**config.mk**
```make
export PLATFORM = sky130hd
export DESIGN_NAME = ps2_key_decoder_flat
export DESIGN_NICKNAME = d
export VERILOG_FILES = /design/src/rtl/ps2_key_decoder_if.sv /design/src/rtl/ps2_key_decoder.sv /design/src/flat_wrapper.sv
export SDC_FILE = /design/constraint.sdc
export NUM_CORES = 1
export LEC_CHECK = 0
export CAP_MARGIN = 15
export CORE_AREA = 2 2 71 73
export CTS_BUF_LIST = sky130_fd_sc_hd__clkbuf_8
export CTS_CLUSTER_DIAMETER = 150
export DETAILED_ROUTE_END_ITERATION = 16
export DIE_AREA = 0 0 73 75
export PLACE_DENSITY = 0.84
export SLEW_MARGIN = 40
export SYNTH_ARGS = -nofsm -noshare
export SYNTH_HDL_FRONTEND = slang
export SYNTH_SLANG_ARGS = --single-unit
export TNS_END_PERCENT = 1
```
**constraint.sdc**
```tcl
create_clock -name clk -period 2.2 [get_ports clk]
set_input_delay 0.33 -clock clk [delete_from_list [all_inputs] [get_ports clk]]
set_output_delay 0.33 -clock clk [all_outputs]
set_load 0.01 [all_outputs]
```
**src/rtl/ps2_key_decoder_if.sv**
```systemverilog
// PS/2 receiver bus: keyboard line inputs and decoded key outputs.
// master = keyboard/stimulus side, slave = decoder side.
interface ps2_key_decoder_if #(
  parameter int NUM_KEYS = 2
);
  logic                k_clk;
  logic                k_dat;
  logic [7:0]          code;
  logic                code_valid;
  logic                code_ext;
  logic                code_break;
  logic [NUM_KEYS-1:0] key_state;
  logic                frame_err;

  modport master (
    output k_clk, k_dat,
    input  code, code_valid, code_ext, code_break, key_state, frame_err
  );

  modport slave (
    input  k_clk, k_dat,
    output code, code_valid, code_ext, code_break, key_state, frame_err
  );
endinterface

```
**src/rtl/ps2_key_decoder.sv**
```systemverilog
// PS/2 keyboard receiver with E0/F0 prefix decoding and held-key bitmap.
// Optional macro PS2_TYPEMATIC_FILTER_EN suppresses auto-repeat make codes of held tracked keys.
module ps2_key_decoder #(
  parameter int                    SYNC_STAGES = 2,
  parameter int                    FILT_LEN    = 4,
  parameter int                    TIMEOUT_CYC = 50000,
  parameter int                    NUM_KEYS    = 2,
  parameter logic [9*NUM_KEYS-1:0] KEY_CODES   = {9'h172, 9'h175}
) (
  input logic               clk,
  input logic               reset,
  ps2_key_decoder_if.slave  bus
);

  localparam int FW = (FILT_LEN < 2) ? 1 : $clog2(FILT_LEN);
  localparam int TW = $clog2(TIMEOUT_CYC + 1);

  typedef enum logic [1:0] {IDLE, DATA, PARITY, STOP} state_t;

  logic [SYNC_STAGES-1:0] clkSync_q, datSync_q;
  logic                   filtClk_q, filtPrev_q;
  logic [FW-1:0]          filtCnt_q;
  logic                   syncClk, syncDat, edgePulse;

  state_t                 state_q, state_d;
  logic [2:0]             bitCnt_q, bitCnt_d;
  logic [7:0]             shift_q, shift_d;
  logic                   parity_q, parity_d;
  logic [TW-1:0]          toCnt_q, toCnt_d;
  logic                   extPend_q, extPend_d, brkPend_q, brkPend_d;
  logic [7:0]             code_q, code_d;
  logic                   codeValid_q, codeValid_d, codeExt_q, codeExt_d;
  logic                   codeBreak_q, codeBreak_d, frameErr_q, frameErr_d;
  logic [NUM_KEYS-1:0]    keyState_q, keyState_d, keyMatch;
  logic                   repeatHit;

  // Line synchronisers preset high so an idle bus produces no edge after reset.
  always_ff @(posedge clk) begin
    if (reset) begin
      clkSync_q <= '1;
      datSync_q <= '1;
    end else begin
      clkSync_q <= {clkSync_q[SYNC_STAGES-2:0], bus.k_clk};
      datSync_q <= {datSync_q[SYNC_STAGES-2:0], bus.k_dat};
    end
  end

  assign syncClk = clkSync_q[SYNC_STAGES-1];
  assign syncDat = datSync_q[SYNC_STAGES-1];

  // Filtered clock only follows after FILT_LEN consecutive differing samples.
  always_ff @(posedge clk) begin
    if (reset) begin
      filtClk_q  <= 1'b1;
      filtPrev_q <= 1'b1;
      filtCnt_q  <= '0;
    end else begin
      filtPrev_q <= filtClk_q;
      if (syncClk == filtClk_q) begin
        filtCnt_q <= '0;
      end else if (filtCnt_q == FW'(FILT_LEN - 1)) begin
        filtClk_q <= syncClk;
        filtCnt_q <= '0;
      end else begin
        filtCnt_q <= filtCnt_q + FW'(1);
      end
    end
  end

  assign edgePulse = filtPrev_q & ~filtClk_q;

  always_comb begin
    keyMatch = '0;
    for (int i = 0; i < NUM_KEYS; i++) begin
      keyMatch[i] = ({extPend_q, shift_q} == KEY_CODES[9*i +: 9]);
    end
  end

`ifdef PS2_TYPEMATIC_FILTER_EN
  assign repeatHit = ~brkPend_q & (|(keyMatch & keyState_q));
`else
  assign repeatHit = 1'b0;
`endif

  always_ff @(posedge clk) begin
    if (reset) begin
      state_q     <= IDLE;
      bitCnt_q    <= '0;
      shift_q     <= '0;
      parity_q    <= 1'b0;
      toCnt_q     <= '0;
      extPend_q   <= 1'b0;
      brkPend_q   <= 1'b0;
      code_q      <= '0;
      codeValid_q <= 1'b0;
      codeExt_q   <= 1'b0;
      codeBreak_q <= 1'b0;
      keyState_q  <= '0;
      frameErr_q  <= 1'b0;
    end else begin
      state_q     <= state_d;
      bitCnt_q    <= bitCnt_d;
      shift_q     <= shift_d;
      parity_q    <= parity_d;
      toCnt_q     <= toCnt_d;
      extPend_q   <= extPend_d;
      brkPend_q   <= brkPend_d;
      code_q      <= code_d;
      codeValid_q <= codeValid_d;
      codeExt_q   <= codeExt_d;
      codeBreak_q <= codeBreak_d;
      keyState_q  <= keyState_d;
      frameErr_q  <= frameErr_d;
    end
  end

  always_comb begin
    state_d     = state_q;
    bitCnt_d    = bitCnt_q;
    shift_d     = shift_q;
    parity_d    = parity_q;
    toCnt_d     = (state_q == IDLE || edgePulse) ? '0 : toCnt_q + TW'(1);
    extPend_d   = extPend_q;
    brkPend_d   = brkPend_q;
    code_d      = code_q;
    codeValid_d = 1'b0;
    codeExt_d   = codeExt_q;
    codeBreak_d = codeBreak_q;
    keyState_d  = keyState_q;
    frameErr_d  = 1'b0;

    case (state_q)
      IDLE: begin
        if (edgePulse && !syncDat) begin
          state_d  = DATA;
          bitCnt_d = '0;
        end
      end
      DATA: begin
        if (edgePulse) begin
          shift_d  = {syncDat, shift_q[7:1]};
          bitCnt_d = bitCnt_q + 3'd1;
          if (bitCnt_q == 3'd7) state_d = PARITY;
        end
      end
      PARITY: begin
        if (edgePulse) begin
          parity_d = syncDat;
          state_d  = STOP;
        end
      end
      STOP: begin
        if (edgePulse) begin
          state_d = IDLE;
          if (syncDat && (^{shift_q, parity_q})) begin
            if (shift_q == 8'hE0) begin
              extPend_d = 1'b1;
            end else if (shift_q == 8'hF0) begin
              brkPend_d = 1'b1;
            end else begin
              extPend_d = 1'b0;
              brkPend_d = 1'b0;
              if (!repeatHit) begin
                codeValid_d = 1'b1;
                code_d      = shift_q;
                codeExt_d   = extPend_q;
                codeBreak_d = brkPend_q;
                for (int i = 0; i < NUM_KEYS; i++) begin
                  if (keyMatch[i]) keyState_d[i] = ~brkPend_q;
                end
              end
            end
          end else begin
            frameErr_d = 1'b1;
            extPend_d  = 1'b0;
            brkPend_d  = 1'b0;
          end
        end
      end
      default: state_d = IDLE;
    endcase

    // Watchdog: a stalled frame is abandoned along with any pending prefixes.
    if (state_q != IDLE && !edgePulse && toCnt_q == TW'(TIMEOUT_CYC - 1)) begin
      state_d    = IDLE;
      toCnt_d    = '0;
      frameErr_d = 1'b1;
      extPend_d  = 1'b0;
      brkPend_d  = 1'b0;
    end
  end

  assign bus.code       = code_q;
  assign bus.code_valid = codeValid_q;
  assign bus.code_ext   = codeExt_q;
  assign bus.code_break = codeBreak_q;
  assign bus.key_state  = keyState_q;
  assign bus.frame_err  = frameErr_q;

endmodule

```
**src/flat_wrapper.sv**
```systemverilog
// flat-port wrapper written by rule: the top's interface ports become plain ports
module ps2_key_decoder_flat 
#(
  parameter int                    SYNC_STAGES = 2,
  parameter int                    FILT_LEN    = 4,
  parameter int                    TIMEOUT_CYC = 50000,
  parameter int                    NUM_KEYS    = 2,
  parameter logic [9*NUM_KEYS-1:0] KEY_CODES   = {9'h172, 9'h175}
)
  (clk, reset, bus_k_clk, bus_k_dat, bus_code, bus_code_valid, bus_code_ext, bus_code_break, bus_key_state, bus_frame_err);
  ps2_key_decoder_if #(.NUM_KEYS(NUM_KEYS)) bus_i ();
  input logic clk;
  input logic reset;
  input wire logic [$bits(bus_i.k_clk)-1:0] bus_k_clk;
  input wire logic [$bits(bus_i.k_dat)-1:0] bus_k_dat;
  output wire logic [$bits(bus_i.code)-1:0] bus_code;
  output wire logic [$bits(bus_i.code_valid)-1:0] bus_code_valid;
  output wire logic [$bits(bus_i.code_ext)-1:0] bus_code_ext;
  output wire logic [$bits(bus_i.code_break)-1:0] bus_code_break;
  output wire logic [$bits(bus_i.key_state)-1:0] bus_key_state;
  output wire logic [$bits(bus_i.frame_err)-1:0] bus_frame_err;
  assign bus_i.k_clk = bus_k_clk;
  assign bus_i.k_dat = bus_k_dat;
  assign bus_code = bus_i.code;
  assign bus_code_valid = bus_i.code_valid;
  assign bus_code_ext = bus_i.code_ext;
  assign bus_code_break = bus_i.code_break;
  assign bus_key_state = bus_i.key_state;
  assign bus_frame_err = bus_i.frame_err;
  ps2_key_decoder #(.SYNC_STAGES(SYNC_STAGES), .FILT_LEN(FILT_LEN), .TIMEOUT_CYC(TIMEOUT_CYC), .NUM_KEYS(NUM_KEYS), .KEY_CODES(KEY_CODES)) u_core (.clk(clk), .reset(reset), .bus(bus_i));
endmodule
```
==> impl_metrics.ini <==
[outcome]
outcome = finished clean

[critical_path]
worstPathArrival_ns = 2.14
cp-end-kind = flip-flop
required_ns = 2.42
r2r_slack_ns = 0.28
timing.rr.start = u_core.state_q[0]
startpoint = u_core.state_q[0]
worstSetupStartpointType = flip-flop
crit_type = reg -> reg
crit_fanout = 4
r2r-end = u_core.state_q[0]
ff2ff_path_depth = 6

[hold_path]
holdPathStages = 1
hold_path_startpoint = u_core.clkSync_q[0]
hp-class = reg -> reg
min_to = u_core.clkSync_q[1]

[clocking]
htreeDepth = 2
clk_pin_slew_worst_paths_ns = 0.10
cts_root_buf = clkbuf_8
cts_buffers = 5
insertion_delay_ns = 0.32
post_cts_buffers = 0
cts_sinks = 54
ctsResizeCount = 0
cts_buffer_depth = 2
ctsHoldBuffers = 0
cts_tree = done

[power_and_ir_drop]
p_leak_uw = 0.00110
p_per_area_nw_per_um2 = 609
peakVddDrop_v = 0.000346

[placed_design]
place_hpwl_um = 2840
port_buffers = 17
dp_cells = 326
place.gp.congestion = 0.863
dp_slack_ns = 0.314
postPlaceCellArea_um2 = 2710

[route]
route.detailed.drc = 0
totalWireLength_um = 4080
final_antenna_net_count = 0
drtIter0Drc = 117
vias = 1809
viasPerCell = 5.42
dr.pass1.iters = 4
wire_per_inst_um = 12.2

[logic_synthesis]
synth_area_leaders = dfxtp_1 (43%), mux2i_1 (8.4%), nand2b_1 (5.5%), nor2_1 (5.1%), xnor2_1 (4.2%)
synth_area_per_cell_um2 = 9.56
netlist_instances = 262
syn_area_um2 = 2500
async_flop_share_pct = 0
ys_warn_count = 0
seq_area_frac_synth_pct = 43.2
ys_ff_latch = 54
synth.top_cell.area_share_pct = 43.2
ys_types = 45
yosysTopAreaCell = dfxtp_1
synth_fp_nets = 274
synth_edf_count = 0
synth_flop_cell = dfxtp_1

[floorplan]
row_count = 25
initial_utilization_pct = 53.7
core_area_um2 = 4660
fp.dieW_um = 73
die_area_um2 = 5480
ios = 18
fp.dieH_um = 75

[grt]
grt_pass1_vias = 1649
antenna_found_initial = 0
grt_overflow = 0
grt_first_pass_wirelength_um = 7240
grt.total_usage_pct = 16.7
grt_max_degree = 48

[timing]
max_freq_mhz = 522
worst_slack_ns = 0.285
clock_skew_ns = 0.0128
tightest_slew_ns = 0.445
post-route-period-util_pct = 87.1
relSlewSlack_pct = 70.4
rsz0062_at_grt = false
finalCriticalPeriod_ns = 1.92
slew_violations = 0
setup_viol = 0
tns_ns = 0
finalHoldViolCount = 0

[finish]
drive_above_1_share_pct = 7.50
final_cell_mix = dfxtp_1 (54), nor2_1 (34), nand2b_1 (22)
fin_cells = 334
fillers = 389
diodes = 0
area_delta_synth_final_pct = 11.9
layout_commonest_cell = dfxtp_1
seq_area_um2 = 1080
final_area_um2 = 2800
fin_nets = 291
multiInputGateArea_um2 = 1330

[flow_run]
cap_violations = 0
==> stage by stage <==
stage	power, µW	util, %	hold slack [ns]
6_report	1710	60.2	0.427
5_1_grt	1790	60.2	0.443
4_1_cts	1730	60.2	0.429
3_5_place_dp	1170	58.1	0.400
3_3_place_gp	1160	58.1	0.392
2_1_floorplan	1150	-	0.389
==> synth_stat cells (3+ instances only) <==
cell	number
nand3b_1	4
xor2_1	4
and3b_1	3
or2_2	6
dfxtp_1	54
nand2_1	7
mux2i_1	21
a21oi_1	9
nor2_1	34
nor4_1	4
clkbuf_1	7
or3_1	3
nor3_1	3
nand3_1	3
or4_1	4
o21ai_0	3
and3_1	4
inv_1	9
nor2b_1	5
nand4_1	6
nand2b_1	22
ha_1	8
xnor2_1	12
==> final cells by class <==
type                       count  share of cell area (%)
clock inverter                 3                   0.937
inverter                       9                    1.20
sequential                    54                    38.6
tap                           54                    2.41
timing repair buffer          21                    7.14
clock buffer                   5                    2.45
multi-input combinational    188                    47.3
==> report_power, final <==
| part | switching, µW | internal [µW] |
|---|---|---|
| Sequential | 15.6 | 993 |
| Clock | 329 | 230 |
| Combinational | 79.6 | 60.4 |
| Total | 424 | 1280 |
==> routing by layer <==
metal | vias to the layer above | wire (µm) | GRT usage [%]
met5 | - | 0 | 0
met4 | 0 | 41 | 5.97
met3 | 4 | 167 | 4.55
met2 | 37 | 1840 | 26.8
met1 | 820 | 2030 | 21.8
li1 | 948 | - | -
==> logic make-up (layout without fill, tap and decap cells) <==
family                     after synthesis  in the layout  synth area share (%)
xor gates and xnor gates                18             18                  7.49
AOI/OAI and AO/OA                       24             24                  6.24
DFF                                     54             54                  43.2
adders and majority gates                8              8                  4.00
buffers and inverters                   20             38                  3.90
muxes                                   21             21                  8.39
and+or+nand+nor                        117            117                  26.8
==> sequential cells by signal, summed over array words and instances, names as in the netlist <==
signal,cells
u_core.bus.code,8
u_core.bus.code_break,1
u_core.bitCnt_q,3
u_core.datSync_q,2
u_core.bus.code_ext,1
u_core.clkSync_q,2
u_core.bus.frame_err,1
u_core.filtCnt_q,2
u_core.shift_q,8
u_core.state_q,2
u_core.parity_q,1
u_core.bus.code_valid,1
u_core.toCnt_q,16
u_core.filtClk_q,1
u_core.brkPend_q,1
u_core.extPend_q,1
u_core.filtPrev_q,1
u_core.bus.key_state,2
==> how the worst max path moves through the flow <==
stage,cells after the start,slack [ns],to
floorplan,6,0.46,u_core.toCnt_q[14]
global placement,5,0.34,u_core.toCnt_q[7]
detailed placement,6,0.31,u_core.state_q[0]
CTS,5,0.28,u_core.bus.code[3]
global route,5,0.12,u_core.bus.code[3]
finish,6,0.28,u_core.state_q[0]
==> critical path: stages, from the launching register on <==
cell	delay [ns]
dfxtp_1	0.40
inv_1	0.09
ha_1	0.23
or2_2	0.30
a222oi_1	0.41
o21ai_1	0.14
a211oi_1	0.27
No activity file was read; power rests on OpenSTA's default activity.
